`config.mk`:
```
export PLATFORM = sky130hd
export DESIGN_NAME = can_bit_stuffer
export DESIGN_NICKNAME = d
export VERILOG_FILES = /design/src/rtl/can_bit_stuffer.sv
export SDC_FILE = /design/constraint.sdc
export NUM_CORES = 1
export LEC_CHECK = 0
export ABC_CLOCK_PERIOD_IN_PS = 4200
export CELL_PAD_IN_SITES_DETAIL_PLACEMENT = 2
export CELL_PAD_IN_SITES_GLOBAL_PLACEMENT = 2
export CORE_MARGIN = 8
export CORE_UTILIZATION = 31
export DETAILED_ROUTE_END_ITERATION = 6
export PLACE_DENSITY = 0.84
export REMOVE_ABC_BUFFERS = 1
export SYNTH_ARGS = -nofsm -noshare
export SYNTH_HDL_FRONTEND = slang
export SYNTH_SLANG_ARGS = --single-unit
```
`constraint.sdc`:
```
create_clock -name clk_i -period 4.2 [get_ports clk_i]
set_clock_uncertainty 0.15 [all_clocks]
set_input_delay 1.26 -clock clk_i [delete_from_list [all_inputs] [get_ports clk_i]]
set_output_delay 1.26 -clock clk_i [all_outputs]
set_load 0.05 [all_outputs]
```
`src/rtl/can_bit_stuffer.sv`:
```
// CAN transmit bit stuffer.
// Takes one frame bit per bit_tick from the frame/CRC builder. After STUFF_LEN
// identical bits in the stuffed region it inserts one complementary stuff bit.
// The stuff bit also counts as the first bit of the next run.
// The TX bit sent toward the bus driver is registered.
//
// state    | meaning
// ---------+------------------------------------------------
// ST_IDLE  | no bit launched on the last tick (bus recessive)
// ST_DATA  | a frame bit was launched on the last tick
// ST_STUFF | a stuff bit was launched on the last tick

module can_bit_stuffer #(
    parameter int STUFF_LEN = 5,
    parameter int CNT_W     = 8
) (
    input  logic             clk_i,
    input  logic             rst_i,
    input  logic             bit_tick_i,
    input  logic             in_valid_i,
    input  logic             in_bit_i,
    input  logic             in_stuff_en_i,
    output logic             in_ready_o,
    output logic             tx_bit_o,
    output logic             tx_active_o,
    output logic             stuff_pulse_o,
    output logic [CNT_W-1:0] stuff_count_o
);

    localparam int                RUN_W    = $clog2(STUFF_LEN + 1);
    localparam logic [RUN_W-1:0]  RUN_TERM = RUN_W'(STUFF_LEN);
    localparam logic [RUN_W-1:0]  RUN_ONE  = RUN_W'(1);
    localparam logic [CNT_W-1:0]  CNT_MAX  = '1;
    localparam logic [CNT_W-1:0]  CNT_ONE  = CNT_W'(1);

    typedef enum logic [1:0] {
        ST_IDLE  = 2'd0,
        ST_DATA  = 2'd1,
        ST_STUFF = 2'd2
    } state_t;

    state_t           state_q, state_d;
    logic [RUN_W-1:0] run_len_q, run_len_d;
    logic             last_bit_q, last_bit_d;
    logic             stuff_pending_q, stuff_pending_d;
    logic             tx_bit_q, tx_bit_d;
    logic             stuff_pulse_q, stuff_pulse_d;
    logic [CNT_W-1:0] stuff_count_q, stuff_count_d;

    logic [RUN_W-1:0] run_next;

    // A pending stuff bit owns the next tick, so upstream is stalled for exactly that tick.
    assign in_ready_o = bit_tick_i & ~stuff_pending_q & ~rst_i;

    // A run continues only when the bit repeats the last one and the frame did not break through idle.
    always_comb begin
        run_next = RUN_ONE;
        if ((in_bit_i == last_bit_q) && (state_q != ST_IDLE)) begin
            run_next = run_len_q + RUN_ONE;
        end
    end

    // Choose what the next tick sends: a stuff bit first, then a frame bit, otherwise idle recessive.
    always_comb begin
        state_d         = state_q;
        run_len_d       = run_len_q;
        last_bit_d      = last_bit_q;
        stuff_pending_d = stuff_pending_q;
        tx_bit_d        = tx_bit_q;
        stuff_pulse_d   = 1'b0;
        stuff_count_d   = stuff_count_q;

        if (bit_tick_i) begin
            if (stuff_pending_q) begin
                // The frame bit is not consumed on this tick; upstream sees in_ready low.
                tx_bit_d        = ~last_bit_q;
                state_d         = ST_STUFF;
                stuff_pulse_d   = 1'b1;
                run_len_d       = RUN_ONE;
                last_bit_d      = ~last_bit_q;
                stuff_pending_d = 1'b0;
                if (stuff_count_q != CNT_MAX) begin
                    stuff_count_d = stuff_count_q + CNT_ONE;
                end
            end else if (in_valid_i) begin
                tx_bit_d = in_bit_i;
                state_d  = ST_DATA;
                if (state_q == ST_IDLE) begin
                    // The first bit after idle starts a new frame.
                    stuff_count_d = '0;
                end
                if (in_stuff_en_i) begin
                    last_bit_d = in_bit_i;
                    if (run_next == RUN_TERM) begin
                        stuff_pending_d = 1'b1;
                        run_len_d       = '0;
                    end else begin
                        stuff_pending_d = 1'b0;
                        run_len_d       = run_next;
                    end
                end else begin
                    run_len_d       = '0;
                    stuff_pending_d = 1'b0;
                end
            end else begin
                tx_bit_d      = 1'b1;
                state_d       = ST_IDLE;
                run_len_d     = '0;
                stuff_count_d = '0;
            end
        end
    end

    // State and output registers; reset takes priority and drops any pending stuff bit.
    always_ff @(posedge clk_i) begin
        if (rst_i) begin
            state_q         <= ST_IDLE;
            run_len_q       <= '0;
            last_bit_q      <= 1'b1;
            stuff_pending_q <= 1'b0;
            tx_bit_q        <= 1'b1;
            stuff_pulse_q   <= 1'b0;
            stuff_count_q   <= '0;
        end else begin
            state_q         <= state_d;
            run_len_q       <= run_len_d;
            last_bit_q      <= last_bit_d;
            stuff_pending_q <= stuff_pending_d;
            tx_bit_q        <= tx_bit_d;
            stuff_pulse_q   <= stuff_pulse_d;
            stuff_count_q   <= stuff_count_d;
        end
    end

    assign tx_bit_o      = tx_bit_q;
    assign tx_active_o   = (state_q != ST_IDLE);
    assign stuff_pulse_o = stuff_pulse_q;
    assign stuff_count_o = stuff_count_q;

endmodule

```
Word-level counts from Yosys, hierarchy flattened --
Index checks and enable logic that the tools add are counted.
Word-level totals: flip-flop bits (word level) 17, latch bits 0, memory bits (writable) 0, ROM bits 0, input bits 6, output and inout port bits 12, word-level logic and storage cells 49, memories 0
Operators by class: $add $sub $neg 2, $mul 0, div/mod/pow operators 0, order comparisons 0, eq/ne operators 5, shift operators 0, muxes and demuxes 21, bitwise gates (word level) 6, reduce and logical (&&, ||, !) cells 8
Operator list (number):
- $mux W8 | 4
- $mux W3 | 5
- $mux W1 | 11
- $add A8 B1 Y8 const B | 1
- $ne A8 B8 Y1 const B | 1
- $reduce_and A3 Y1 | 2
- $reduce_bool A2 Y1 | 3
- $not A1 Y1 | 4
- $add A3 B1 Y3 const B | 1
- $eq A3 B3 Y1 const B | 1
- $ne A3 B1 Y1 const B | 1
- $and A1 B1 Y1 | 2
- $logic_not A2 Y1 | 1
- $mux W2 | 1
- $ne A2 B1 Y1 const B | 1
- $reduce_or A2 Y1 | 1
- $eq A1 B1 Y1 | 1
- $logic_and A1 B1 Y1 | 1

Longest topological paths before layout --
depth in word-level cells 8, gate-level depth with buffers 6, gate-level depth less buffers 5

Worst setup path before layout --
OpenSTA, ideal clock, no wires.
kind input-to-output, start point input bit_tick_i, end point output in_ready_o, data arrival time 2.536 ns, required time 2.790 ns, slack 0.254 ns, stages on the path 2, buffers on the path 0, path through clkinv_1 nor3_1
On the way: cells in the longest elaborated chain, start to end 2
Ends and longest elaborated chain:
- from (decl) | RTL line 19 | input logic bit_tick_i,
- $and A1 B1 Y1 (2 in a row) | RTL line 53 | assign in_ready_o = bit_tick_i & ~stuff_pending_q & ~rst_i;
- to (decl) | RTL line 23 | output logic in_ready_o,
Every way passes these cells.

Worst setup path after layout --
Ends and elaborated chain as after synthesis.

==> reports/qor.yml <==
vdd_ir_drop_max_uv: 168.0
fin_setup_tns_ns: 0
path_buf_inv: 3
cp_data_required_time_ns: 2.79
drc: 0
io_pins: 18
cts_resized: 0
cp_cell_sequence: "clkdlybuf4s50_1 > clkinv_1 > nor3_1 > buf_12"
crit_slowest_cell: "clkdlybuf4s50_1"
port_buffers: 17
grt_overflow: 0
drtPass1Iterations: 3
root_buffer: "clkbuf_4"
first_iter_violations: 19
hp-class: "flop to flop"
cts_setup_buffers: 0
syn_inst: 101
max-slew-margin-rel_pct: 43.48
cp-end-kind: "output pin"
grt_pass1_vias: 954
outcome: "completed"
place.gp.congestion: 0.7683
wl_um: 2712
multi_input_area_um2: 506.7
hold_viol_final: 0
coreArea_um2: 2734
arrival_ns: 2.34
synthesis.area_um2: 889.6
fillers: 302
start_util_pct: 32.54
fin_crit_ns: 3.750
dieArea_um2: 4840
drv_slew: 0
max_cap_viol_count: 0
post-dp-hpwl_um: 2058
ys_warn_count: 0
grt_max_degree: 16
ctsHtreeMaxLevel: 1
final_nets: 130
criticalPathCategory: "input port to output pin"
fmax_mhz: 266.6
ys_seq_area_share_pct: 38.26
p_leak_uw: 0.0003877
drive_above_1_share_pct: 13.22
worstPathMaxFanout: 2
cts_hold_buf: 0
syn2layout_area_growth_pct: 27.14
cts_buffers: 3
instances_no_fill: 152
synthArstFlopShare_pct: 0
synth_flop_cell: "dfxtp_1"
worst_slew_pin_slew_ns: 0.8422
grt_pass1_wl_um: 4712
fin_crit_sh_pct: 89.30
critPathMaxStageDelay_ns: 0.49
holdWs_ns: 0.3302
start_kind: "input port"
vias: 845
place_inst: 148
die_x_um: 69.57
regArea_um2: 340.3
diodes: 0
layout_setup_ws_ns: 0.4495
vias_per_cell: 5.559
post-place-ws_ns: 0.4339
clock_latency_ns: 0.30
synth_edf_count: 0
synth_seq_cells: 17
cts_tree: "built"
netlist-cell-type-count: 39
avgSynthCellArea_um2: 8.808
num_rows: 19
die_y_um: 69.57
grt_usage_pct: 11.55
clk_pin_slew_ns: 0.11
rsz0062_at_grt: "no"
clock_sinks: 17
antenna_found_initial: 0
cp_top_family: "buffers and inverters"
postRouteAntennaNets: 0
setup_violations: 0
p_per_area_nw_per_um2: 262.4
cts_buffer_depth: 2
drt-wirelength-per-cell_um: 17.84
## worst paths after layout
kind              startpoint          endpoint  slack, ns  depth (start not counted)
max               bit_tick_i        in_ready_o       0.45                          4
min               state_q[0]        state_q[0]       0.33                          2
max reg2reg  stuff_pending_q  stuff_count_o[6]       2.09                          4
min reg2reg       state_q[0]        state_q[0]       0.33                          2
## tightest hold or removal path: cells and delay by family, from the launching register on
kind / cells / cell delay, ns
flops: 1 / 0.33
simple gates: 1 / 0.06
compound gates: 1 / 0.05
## cell usage in the layout, fill, tap and decap left out, types with 3 or more instances in the layout
| cell type | instances |
|---|---|
| buf_4 | 3 |
| dfxtp_1 | 17 |
| clkbuf_4 | 3 |
| or3b_1 | 3 |
| nor2b_1 | 3 |
| o21ai_0 | 3 |
| or4_1 | 3 |
| o31ai_1 | 5 |
| nand2_1 | 9 |
| a21oi_1 | 11 |
| nor2_1 | 6 |
| clkdlybuf4s50_1 | 16 |
| inv_1 | 3 |
## through the flow
stage / util, % / area, µm² / power, µW
2_1_floorplan: - / 862.1 / 188.1
3_3_place_gp: 40.37 / 1104 / 206.0
3_5_place_dp: 40.37 / 1104 / 207.7
4_1_cts: 41.37 / 1131 / 301.1
5_1_grt: 41.37 / 1131 / 309.6
6_report: 41.37 / 1131 / 296.8
## synth_stat cells (2+ instances only)
cell type,instances,area [µm²]
dfxtp_1,17,340.3
nand3b_1,2,15.01
o21ai_1,2,10.01
or3b_1,3,26.28
nand3_1,2,10.01
o31ai_1,5,37.54
or4_1,3,22.52
mux2i_1,2,20.02
ha_1,2,25.02
a21oi_1,11,55.05
nor4b_2,2,30.03
nor2b_1,3,18.77
nand2_1,9,33.78
xor2_1,2,17.52
nand2b_1,2,12.51
inv_1,3,11.26
and4_4,2,22.52
nor2_1,6,22.52
o21ai_0,3,15.01
## per-layer routing
layer	track usage, %	vias up	wire (µm)
met3	3.290	8	121
li1	-	420	-
met2	19.16	20	1317
met1	13.07	397	1199
met4	5.923	0	73
met5	0	-	0
## registers in the layout (all words and copies together) (netlist names)
| register | flops |
|---|---|
| run_len_q | 3 |
| state_q | 2 |
| stuff_count_o | 8 |
| stuff_pulse_o | 1 |
| stuff_pending_q | 1 |
| tx_bit_o | 1 |
| last_bit_q | 1 |
## area by class of cell
| class | count | area share, % |
|---|---|---|
| Clock buffer | 3 | 1.991 |
| Tap cell | 31 | 3.429 |
| Sequential cell | 17 | 30.09 |
| Clock inverter | 1 | 0.4425 |
| Inverter | 4 | 1.327 |
| Timing Repair Buffer | 20 | 17.92 |
| Multi-Input combinational cell | 76 | 44.80 |
## report_power, final
| part | total, µW | switching, µW | internal, µW |
|---|---|---|---|
| Sequential | 165 | 1.92 | 163 |
| Combinational | 38.6 | 22.5 | 16.0 |
| Clock | 93.0 | 57.6 | 35.4 |
## logic make-up after synthesis
family                   synth area share [%]
AND/OR/NAND/NOR                         28.97
AO/OA/AOI/OAI                           19.69
flip-flops                              38.26
buffers and inverters                   4.781
multiplexers                            3.516
XOR/XNOR                                1.969
adder cells (fa/ha/maj)                 2.812
Power figures use the tool's default switching activity.
